==> src/rtl/cmp_arbiter_pkg.sv <==
// Shared types and default sizing for the cmp_arbiter block.
// Optional feature macro used by the block: CMP_ARBITER_EQ_EN (adds rsp_eq).
package cmp_arbiter_pkg;

    localparam int DEF_N    = 32;
    localparam int DEF_NREQ = 4;

    typedef enum logic [1:0] {
        IDLE = 2'd0,
        CALC = 2'd1,
        RESP = 2'd2
    } state_t;

endpackage

==> src/rtl/cmp_arbiter_rr_picker.sv <==
// Round-robin picker: the first valid index found searching upward from ptr,
// wrapping NREQ-1 -> 0, returned as a one-hot grant and as a binary index.
module rr_picker #(
    parameter  int NREQ = 4,
    localparam int IW   = $clog2(NREQ)
) (
    input  logic [NREQ-1:0] valid,
    input  logic [IW-1:0]   ptr,
    output logic [NREQ-1:0] grant,
    output logic [IW-1:0]   idx,
    output logic            any
);

    localparam logic [IW:0] NREQ_W = (IW+1)'(NREQ);

    logic [IW:0]   sum;
    logic [IW-1:0] cand;

    // NOTE: every variable driven here gets a default first, so no path leaves
    // a value unassigned and no latch is inferred.
    always_comb begin
        grant = '0;
        idx   = '0;
        any   = 1'b0;
        sum   = '0;
        cand  = '0;
        for (int k = 0; k < NREQ; k++) begin
            // One extra bit keeps ptr+k from wrapping before the modulo fold.
            sum = {1'b0, ptr} + (IW+1)'(k);
            if (sum >= NREQ_W) begin
                sum = sum - NREQ_W;
            end
            cand = sum[IW-1:0];
            if (!any && valid[cand]) begin
                grant[cand] = 1'b1;
                idx         = cand;
                any         = 1'b1;
            end
        end
    end

endmodule

==> src/rtl/cmp_arbiter.sv <==
// Round-robin arbitrated signed less-than unit: IDLE accepts one request,
// CALC compares once, RESP holds the result until consumed. Macro: CMP_ARBITER_EQ_EN.
module cmp_arbiter
    import cmp_arbiter_pkg::*;
#(
    parameter  int N    = DEF_N,
    parameter  int NREQ = DEF_NREQ,
    localparam int IW   = $clog2(NREQ)
) (
    input  logic            clk,
    input  logic            rst_n,
    input  logic [NREQ-1:0] req_valid,
    output logic [NREQ-1:0] req_ready,
    input  logic [NREQ*N-1:0] req_a,
    input  logic [NREQ*N-1:0] req_b,
    output logic            rsp_valid,
    input  logic            rsp_ready,
    output logic [IW-1:0]   rsp_id,
    output logic            rsp_lt
`ifdef CMP_ARBITER_EQ_EN
    ,
    output logic            rsp_eq
`endif
);

    localparam logic [IW-1:0] LAST_ID = IW'(NREQ - 1);

    state_t          state, state_nxt;
    logic [IW-1:0]   rr;
    logic [IW-1:0]   id_q;
    logic [N-1:0]    a_q, b_q;
    logic [N-1:0]    a_sel, b_sel;
    logic [NREQ-1:0] grant;
    logic [IW-1:0]   pick_idx;
    logic            pick_any;
    logic            take;

    rr_picker #(.NREQ(NREQ)) u_pick (
        .valid (req_valid),
        .ptr   (rr),
        .grant (grant),
        .idx   (pick_idx),
        .any   (pick_any)
    );

    // Operand select is a one-hot AND-OR mux driven by the grant.
    always_comb begin
        a_sel = '0;
        b_sel = '0;
        for (int i = 0; i < NREQ; i++) begin
            if (grant[i]) begin
                a_sel = req_a[i*N +: N];
                b_sel = req_b[i*N +: N];
            end
        end
    end

    // rst_n gates req_ready so nothing is offered while reset is held.
    always_comb begin
        state_nxt = state;
        req_ready = '0;
        rsp_valid = 1'b0;
        take      = 1'b0;
        case (state)
            IDLE: begin
                if (rst_n && pick_any) begin
                    req_ready = grant;
                    take      = 1'b1;
                    state_nxt = CALC;
                end
            end
            CALC: begin
                state_nxt = RESP;
            end
            RESP: begin
                rsp_valid = 1'b1;
                if (rsp_ready) begin
                    state_nxt = IDLE;
                end
            end
            default: begin
                state_nxt = IDLE;
            end
        endcase
    end

    // Single shared comparator: signed a < b is the difference sign corrected
    // by overflow, which only occurs when the operand signs differ.
    logic [N-1:0] diff;
    logic         ovf;
    logic         lt_w;

    assign diff = a_q - b_q;
    assign ovf  = (a_q[N-1] ^ b_q[N-1]) & (diff[N-1] ^ a_q[N-1]);
    assign lt_w = diff[N-1] ^ ovf;

    // NOTE: all state below uses non-blocking assignments so every register
    // samples pre-edge values regardless of statement order.
    always_ff @(posedge clk or negedge rst_n) begin
        if (!rst_n) begin
            state  <= IDLE;
            rr     <= '0;
            id_q   <= '0;
            a_q    <= '0;
            b_q    <= '0;
            rsp_id <= '0;
            rsp_lt <= 1'b0;
        end else begin
            state <= state_nxt;
            if (take) begin
                a_q  <= a_sel;
                b_q  <= b_sel;
                id_q <= pick_idx;
            end
            if (state == CALC) begin
                rsp_id <= id_q;
                rsp_lt <= lt_w;
            end
            if (state == RESP && rsp_ready) begin
                rr <= (id_q == LAST_ID) ? '0 : id_q + 1'b1;
            end
        end
    end

`ifdef CMP_ARBITER_EQ_EN
    always_ff @(posedge clk or negedge rst_n) begin
        if (!rst_n) begin
            rsp_eq <= 1'b0;
        end else if (state == CALC) begin
            rsp_eq <= (a_q == b_q);
        end
    end
`endif

endmodule

==> config.mk <==
export PLATFORM = sky130hd
export DESIGN_NAME = cmp_arbiter
export DESIGN_NICKNAME = d
export VERILOG_FILES = /design/src/rtl/cmp_arbiter_pkg.sv /design/src/rtl/cmp_arbiter_rr_picker.sv /design/src/rtl/cmp_arbiter.sv
export SDC_FILE = /design/constraint.sdc
export NUM_CORES = 1
export LEC_CHECK = 0
export BUFFER_PORTS_ARGS = -buffer_cell sky130_fd_sc_hd__buf_2
export CORE_MARGIN = 1.5
export CORE_UTILIZATION = 50
export DETAILED_ROUTE_END_ITERATION = 12
export GPL_TIMING_DRIVEN = 0
export PLACE_DENSITY = 0.89
export SLEW_MARGIN = 15
export SYNTH_ARGS = -nofsm -noshare
export SYNTH_HDL_FRONTEND = slang
export SYNTH_SLANG_ARGS = --single-unit
==> constraint.sdc <==
create_clock -name clk -period 5.75 [get_ports clk]
set_input_delay 1.4375 -clock clk [delete_from_list [all_inputs] [get_ports clk]]
set_output_delay 1.4375 -clock clk [all_outputs]
set_load 0.01 [all_outputs]
==> results of run 1 <==
sequential cells by signal (all words and copies together) (netlist names):
signal / cells
a_q: 32
b_q: 32
id_q: 2
rr: 2
rsp_id: 2
state: 2
rsp_lt: 1
layout by cell type (no fill, tap or decap), types with 2 or more instances in the layout:
master	instances
a211oi_1	66
a21o_1	9
a21oi_1	46
a221o_1	2
a221oi_1	34
a2bb2oi_1	64
and2_1	3
buf_1	3
buf_2	292
buf_4	2
buf_6	7
clkbuf_1	43
clkbuf_16	9
clkbuf_8	2
clkinv_2	2
dfrtp_1	73
ha_1	38
inv_1	37
mux2_2	4
mux2i_1	34
mux4_2	4
nand2_1	11
nand2b_1	4
nand3b_1	4
nand4_1	6
nor2_1	43
nor2b_1	2
o211ai_1	66
o21a_1	66
o21ai_0	7
o22ai_1	2
or2_2	2
or3_1	2
or3b_2	2
metrics by stage:
step           power [uW]    util  setup WS, ns  area (um^2)
2_1_floorplan        3417       -         1.017         6529
3_3_place_gp         4272  0.6381      0.005116         8085
3_5_place_dp         4372  0.6399        0.5332         8108
4_1_cts              4979  0.6633        0.4890         8404
5_1_grt              5381  0.6633        0.2357         8404
6_report             5046  0.6633        0.4797         8404
per-layer routing:
layer / up-vias / share of wire
li1: 3416 / -
met1: 3550 / 0.39
met2: 491 / 0.47
met3: 94 / 0.099
met4: 0 / 0.043
met5: - / 0
report_power, final:
| part | internal (uW) | switching (uW) |
|---|---|---|
| logic | 1480 | 2110 |
| clock network | 356 | 228 |
| registers | 746 | 125 |
cell type report:
class | count | area, um^2 | area share
buffer | 78 | 380.4 | 0.04526
sequential | 73 | 1827 | 0.2174
multi-input combinational | 538 | 4183 | 0.4977
timing repair buffer | 269 | 1364 | 0.1623
clock inverter | 3 | 40.04 | 0.004764
clock buffer | 12 | 256.5 | 0.03052
inverter | 37 | 138.9 | 0.01653
tap | 172 | 215.2 | 0.02561
kinds of logic after synthesis:
group	Yosys count	synth area share
AND/OR/NAND/NOR	84	0.06133
multiplexers	42	0.07283
adder cells (fa/ha/maj)	39	0.07589
AO/OA/AOI/OAI	373	0.4306
flip-flops	73	0.2798
buffers and inverters	115	0.07953
final timing paths:
path	end	slack [ns]	cells after the start
max in group asynchronous	a_q[29]	4.08	2
hold reg to reg	rsp_id[0]	0.51	1
min in group asynchronous	a_q[19]	1.07	1
setup reg to reg	b_q[26]	1.83	10
setup / recovery	req_ready[1]	0.48	12
hold / removal	rsp_id[0]	0.51	1
worst max-delay path, stage by stage, from the launching register on:
cell and delay, ns:
dfrtp_1 0.57, buf_2 0.28, inv_1 0.13, ha_1 0.31
clkbuf_1 0.21, or3b_1 0.41, a2111oi_0 0.49, or2_2 0.24
a22o_1 0.19, buf_4 0.22, buf_6 0.17, and2_1 0.13
buf_2 0.12
==> qor.txt, run 1 <==
================================================================================
Total core area                                                       12670 um^2
Number of H-tree branching levels                                              3
Crit end category                                                     output pin
Proportion of netlist area held by the largest area contributor           0.2798
Critical setup path kind                                                 reg2out
Die area                                                              13750 um^2
Final hold slack                                                       0.5133 ns
Cell type with the largest total area after synthesis                    dfrtp_1
Asr flop ratio synth                                                       1.000
Skew final                                                            0.01025 ns
Buffers inserted by post-CTS timing repair                                     0
Worst min-delay path category                                            reg2reg
Synthesized cell area                                                  6529 um^2
Final cycle utilization of the critical path                              0.9166
Static Leakage                                                       0.004003 uW
Setup violations, final                                                        0
Worst skew pair latency                                                  0.35 ns
Fraction of final layout cells with drive strength greater than 1         0.3267
Startpoint of the worst hold path                                      rsp_id[0]
Required time of the worst setup path                                    4.31 ns
Proportion of synthesized chip area in sequential cells                   0.2798
Count of instances resized after the clock tree is built                       0
Number of standard cells after synthesis                                     726
Routing usage on met3                                                    0.08960
Buffer type at the clock tree root                                     clkbuf_16
Initial antenna violation count                                                0
Reg2Reg Launch Point                                                       rr[0]
Synth Register Bits                                                           73
HPWL after detailed placement                                           18770 um
Number of vias per cell after detailed routing                             6.388
Setup repair after global routing missed its margin                           no
Peak Freq                                                              189.7 MHz
Iteration count of the initial detailed-routing pass                           6
Maximum number of buffers from clock root to sink                              2
Number of pins with negative max-slew slack in the final report                0
Final Hold Violating Endpoints                                                 0
Floorplan die width                                                     117.3 um
Rows                                                                          41
Global-route wire length before repair                                  36670 um
Detail-routed net length per standard cell                              21.01 um
Overall routed net length                                               24840 um
Final estimated routing congestion in global placement                    0.9025
Initial standard-cell utilization of the core                             0.5153
Post-synth cell types                                                         48
Clock tree from TritonCTS                                                   done
Number of max-capacitance violations reported                                  0
Global Route met1 Usage                                                   0.4413
Layout Area Growth over Synthesis                                         28.73%
Total of hold buffers inserted after clock tree synthesis                      0
Clock buffer count from CTS                                                    9
Global Route Usage Sum                                                    0.3549
Crit path launch                                                           rr[0]
Global route total overflow                                                    0
Outcome                                                             complete, no violations
Post-route non-filler standard cell count                                   1182
Predominant post-synthesis flop cell                                     dfrtp_1
Nature of the critical path startpoint                                  register
Maximum number of pins on one net before global-route repair                  40
Count of flip-flops with a built-in enable after synthesis                     0
Post-synth net total                                                        1028
Detail Route Antenna Nets                                                      0
Worst-path clk slew                                                      0.06 ns
Top cells by instance count after synthesis                         dfrtp_1 (73), a211oi_1 (66), o211ai_1 (66), o21a_1 (66), a2bb2oi_1 (64)
Number of global-route vias before repair                                   7259
Number of placed cells counting well taps                                   1167
Shortest period the worst path allows                                   5.270 ns
Critical path peak fanout                                                     10
Nets                                                                        1308
Actual transition at the worst max-transition pin                      0.6858 ns
Final sum of negative setup slack                                           0 ns
Filler instances                                                            1102
Average footprint of a synthesized cell                               8.993 um^2
Die height                                                              117.3 um
Clock sink count                                                              73
Most Used Layer, Global Route                                               met2
Max rail drop VDD                                                      0.3149 mV
Final antenna diode count                                                      0
Arrival time of data at the critical path endpoint                       3.83 ns
Power per cell area                                                 600.4 nW/um^2
Number of vias in the routed layout                                         7551
Cell types with the largest area share after synthesis              dfrtp_1 (28%), a2bb2oi_1 (8.6%), a211oi_1 (7.6%), o211ai_1 (7.6%), o21a_1 (7.6%)
Initial drt markers                                                          586
Buffers on Ports                                                             268
Top-level I/O count                                                          271
Met2 routing resource usage after global routing                          0.5795
Relative max-transition margin                                            0.5428
Leading cell type by number of instances after synthesis                 dfrtp_1
Post-route DRC violation count                                                 0
Number of warning messages in the yosys log                                    0
================================================================================
Note: power is estimated with default switching activity, not from simulation.
==> run 2, diff against run 1 <==
- CORE_ASPECT_RATIO: default -> 1.4
- SKIP_CTS_REPAIR_TIMING: default -> 1
- SKIP_LAST_GASP: default -> 1
==> qor.txt, run 2 (synthesis results as in run 1) <==
================================================================================
Outcome                                                             complete, no violations
Buffers on Ports                                                             268
Maximum number of pins on one net before global-route repair                  40
Registers with the most flip-flops                                  a_q: 32 flops, b_q: 32 flops
Initial standard-cell utilization of the core                             0.5095
Portion of total power attributed to combinational logic                   0.711
Detail-routed net length per standard cell                              21.40 um
Iteration count of the initial detailed-routing pass                           5
Rows                                                                          49
Total core area                                                       12810 um^2
Power per cell area                                                 603.7 nW/um^2
Fraction of final layout cells with drive strength greater than 1         0.3274
Switching power share of the total                                        0.4892
Detail Route Antenna Nets                                                      0
Placement-stage worst setup slack                                      0.5645 ns
Number of vias in the routed layout                                         7485
Die height                                                              138.2 um
Instance area at placement                                             8084 um^2
Clock tree from TritonCTS                                                   done
Layout Area Growth over Synthesis                                         28.57%
Global-route wire length before repair                                  38070 um
Worst min-delay path category                                            reg2reg
Final estimated routing congestion in global placement                    0.9323
Top-level I/O count                                                          271
Nature of the critical path startpoint                                  register
Final cycle utilization of the critical path                              0.9266
Setup violations, final                                                        0
Worst-path clk slew                                                      0.06 ns
Post-route DRC violation count                                                 0
Critical path peak fanout                                                     10
Number of H-tree branching levels                                              3
Overall routed net length                                               24930 um
Initial antenna violation count                                                1
Actual transition at the worst max-transition pin                      0.6747 ns
Required time of the worst setup path                                    4.31 ns
Global Route Usage Sum                                                    0.3538
Portion of total power attributed to sequential cells                      0.173
Final sum of negative setup slack                                           0 ns
Number of global-route vias before repair                                   7458
Maximum number of buffers from clock root to sink                              2
Net switching power                                                      2479 uW
Number of vias per cell after detailed routing                             6.425
Fin worst setup slack                                                  0.4218 ns
Setup repair after global routing missed its margin                           no
Global route total overflow                                                    0
Clock power frac                                                           0.115
Arrival time of data at the critical path endpoint                       3.89 ns
Shortest period the worst path allows                                   5.328 ns
Buffer type at the clock tree root                                     clkbuf_16
Number of max-capacitance violations reported                                  0
Cell-internal power                                                      2588 uW
Number of pins with negative max-slew slack in the final report                0
Skew final                                                           0.008322 ns
Most frequent cells in the layout                                   buf_2 (292), dfrtp_1 (73), o21a_1 (66), o211ai_1 (66), a211oi_1 (66)
Clock sink count                                                              73
Max rail drop VDD                                                      0.3077 mV
Commonest non-fill, non-tap cell in the layout                             buf_2
Die area                                                              13760 um^2
Critical setup path kind                                                 reg2out
HPWL after detailed placement                                           18980 um
Static Leakage                                                       0.004003 uW
Initial drt markers                                                          422
Peak Freq                                                              187.7 MHz
Final Hold Violating Endpoints                                                 0
Crit end category                                                     output pin
Worst skew pair latency                                                  0.33 ns
Nets                                                                        1308
Floorplan die width                                                     99.58 um
Final instance area                                                    8394 um^2
Relative max-transition margin                                            0.5502
Clock buffer count from CTS                                                    9
================================================================================
[run 2: cell types whose count changed in the layout (fill, tap and decap cells not counted)]
cell and delta:
clkinv_2 -1, clkinv_4 +1, clkinvlp_4 +1, diode_2 +1
[run 2: power by group through the flow]
stage | sequential, uW | combinational (uW) | clock [uW]
floorplan | 838 | 2580 | 0
global placement | 872 | 3430 | 0
detailed placement | 882 | 3530 | 0
CTS | 873 | 3560 | 586
global route | 894 | 3940 | 605
finish | 877 | 3610 | 585
[run 2: path summary, 6_finish.rpt]
check                            start      endpoint  slack (ns)  cells after the start
min in group asynchronous        rst_n        b_q[2]        1.06                      1
max in group asynchronous        rst_n       a_q[15]        4.10                      2
worst max register to register   rr[0]       a_q[19]        1.78                     12
worst min-delay path            rsp_lt        rsp_lt        0.51                      1
worst max-delay path             rr[0]  req_ready[1]        0.42                     12
worst min register to register  rsp_lt        rsp_lt        0.51                      1
[run 2: area by class of cell]
| cell class | instances | area (um^2) |
|---|---|---|
| Fill cell | 1122 | 4419 |
| Multi-Input combinational cell | 538 | 4183 |
| Sequential cell | 73 | 1827 |
| Timing Repair Buffer | 269 | 1364 |
| Buffer | 78 | 380.4 |
| Clock buffer | 12 | 256.5 |
| Tap cell | 153 | 191.4 |
| Inverter | 37 | 138.9 |
| Clock inverter | 4 | 51.30 |
| Antenna cell | 1 | 2.502 |
[run 2: worst max-delay path, cell delays in order, from the launching register on]
cell and delay (ns):
dfrtp_1 0.58, buf_2 0.28, inv_1 0.13, ha_1 0.30, clkbuf_1 0.21, or3b_1 0.42, a2111oi_0 0.56, or2_2 0.25
a22o_1 0.16, buf_4 0.22, buf_6 0.18, and2_1 0.13, buf_2 0.12
[run 2: through the flow]
stage | std cells | power [uW] | utilization | hold WS [ns]
5_1_grt | 1165 | 5435 | 0.6551 | 0.5348
3_3_place_gp | 1147 | 4301 | 0.6291 | 0.4848
3_5_place_dp | 1148 | 4416 | 0.6309 | 0.4881
6_report | 1165 | 5067 | 0.6551 | 0.5145
4_1_cts | 1164 | 5014 | 0.6549 | 0.5124
2_1_floorplan | 726 | 3417 | - | 0.4715
[run 2: routing by layer]
layer / vias to the layer above / GRT usage / wire, um
li1: 3407 / - / -
met1: 3516 / 0.4290 / 9403
met2: 465 / 0.5919 / 12290
met3: 97 / 0.05966 / 2015
met4: 0 / 0.1950 / 1217
met5: - / 0 / 0
==> run 3, diff against run 2 <==
- CORE_MARGIN: 1.5 -> default
- RECOVER_POWER: default -> 50
==> qor.txt, run 3 (synthesis results as in run 1) <==
================================================================================
Required time of the worst setup path                                    4.31 ns
Arrival time of data at the critical path endpoint                       3.87 ns
Post-route DRC violation count                                                 0
Total core area                                                       12810 um^2
Peak Freq                                                              188.6 MHz
Outcome                                                             finished with violations
Skew final                                                            0.01009 ns
Maximum number of buffers from clock root to sink                              2
Reg2Reg Launch Point                                                       rr[0]
Iteration count of the initial detailed-routing pass                           6
Worst min-delay path category                                            reg2reg
Rows                                                                          49
Shortest period the worst path allows                                   5.303 ns
Initial standard-cell utilization of the core                             0.5095
Global-route wire length before repair                                  38140 um
Reg2Reg Depth                                                                 12
Overall routed net length                                               25050 um
Clock sink count                                                              73
Nature of the critical path startpoint                                input port
Worst setup path end                                                req_ready[2]
Max rail drop VDD                                                      0.4282 mV
Flop-to-flop setup slack                                                 1.71 ns
Final sum of negative setup slack                                           0 ns
Crit path launch                                                    req_valid[3]
Number of vias per cell after detailed routing                             6.505
Power per cell area                                                 603.3 nW/um^2
Number of H-tree branching levels                                              3
Nets                                                                        1308
Detail Route Antenna Nets                                                      0
Initial antenna violation count                                                1
Final Hold Violating Endpoints                                                 0
Floorplan die width                                                     98.58 um
Clock tree from TritonCTS                                                   done
Die area                                                              13530 um^2
Buffers on Ports                                                             268
Number of global-route vias before repair                                   7532
Static Leakage                                                       0.003981 uW
Layout Area Growth over Synthesis                                         27.81%
Detail-routed net length per standard cell                              21.50 um
Fraction of final layout cells with drive strength greater than 1         0.3264
Most frequent cells in the layout                                   buf_2 (292), dfrtp_1 (73), o21a_1 (66), o211ai_1 (66), a211oi_1 (66)
Commonest non-fill, non-tap cell in the layout                             buf_2
Overall power after layout                                               5034 uW
Critical path peak fanout                                                     10
Final estimated routing congestion in global placement                    0.9115
Number of max-capacitance violations reported                                  1
Global route total overflow                                                    0
Number of pins with negative max-slew slack in the final report               39
Crit end category                                                     output pin
Filler instances                                                            1112
Buffer type at the clock tree root                                     clkbuf_16
Registers with the most flip-flops                                  a_q: 32 flops, b_q: 32 flops
Relative max-transition margin                                           -0.4118
Worst skew pair latency                                                  0.34 ns
Final cycle utilization of the critical path                              0.9223
Setup repair after global routing missed its margin                           no
Failing checks                                                      capacitance limit, slew limit
Terminus of the critical flop-to-flop path                               a_q[19]
Top-level I/O count                                                          271
Critical setup path kind                                                  in2out
Worst-path clk slew                                                      0.06 ns
Global Route Usage Sum                                                    0.3696
Setup violations, final                                                        0
Actual transition at the worst max-transition pin                       2.118 ns
Maximum number of pins on one net before global-route repair                  39
Die height                                                              137.2 um
Number of vias in the routed layout                                         7578
Initial drt markers                                                          523
Clock buffer count from CTS                                                    9
HPWL after detailed placement                                           18940 um
================================================================================
## run 3: cell count changes in the layout (fill, tap and decap cells not counted)
cell | previous run | this run
clkinv_2 | 1 | 3
clkbuf_8 | 2 | 1
clkbuf_1 | 43 | 44
bufinv_16 | 1 | 0
buf_12 | 1 | 0
## run 3: worst max-delay path, stage by stage
cell	delay, ns
buf_2	0.11
clkbuf_1	0.20
mux4_2	0.56
buf_2	0.21
and2_1	0.18
nor2_1	0.15
buf_2	0.28
buf_1	0.47
nor2_1	0.09
buf_2	0.16
## run 3: where the power goes
part | total (uW) | switching, uW | internal (uW)
registers | 875 | 129 | 746
logic | 3630 | 2140 | 1480
clock network | 533 | 230 | 303
total | 5030 | 2500 | 2530
## run 3: metrics by stage
step | utilization | worst slack (ns) | hold WS, ns | area [um^2] | cells
after global placement | 0.6291 | 0.2311 | 0.4858 | 8061 | 1147
after global routing | 0.6512 | 0.1841 | 0.5468 | 8344 | 1165
after floorplan | - | 1.017 | 0.4715 | 6529 | 726
after detailed placement | 0.6309 | 0.4995 | 0.5064 | 8084 | 1148
final | 0.6512 | 0.4469 | 0.5317 | 8344 | 1165
after CTS | 0.6523 | 0.4829 | 0.5296 | 8358 | 1164
## run 3: worst min-delay path by stage
stage,depth (start not counted),startpoint,endpoint
after floorplan,2,id_q[1],id_q[1]
after global placement,1,rsp_id[0],rsp_id[0]
after detailed placement,1,rsp_lt,rsp_lt
after CTS,1,rsp_lt,rsp_lt
after global routing,1,rsp_id[0],rsp_id[0]
final,1,rsp_lt,rsp_lt
## run 3: routing by layer
metal,wire length [um],track usage
met1,9482,0.4446
met2,12220,0.6209
met3,1975,0.06494
met4,1368,0.2231
met5,0,0
## run 3: final cells by class
class / instances / area (um^2) / share of cell area
Multi-Input combinational cell: 538 / 4183 / 0.5013
Sequential cell: 73 / 1827 / 0.2189
Timing Repair Buffer: 269 / 1348 / 0.1615
Buffer: 78 / 380.4 / 0.04558
Clock buffer: 11 / 242.7 / 0.02909
Tap cell: 153 / 191.4 / 0.02294
Inverter: 37 / 138.9 / 0.01664
Clock inverter: 5 / 31.28 / 0.003749
Antenna cell: 1 / 2.502 / 0.0002999
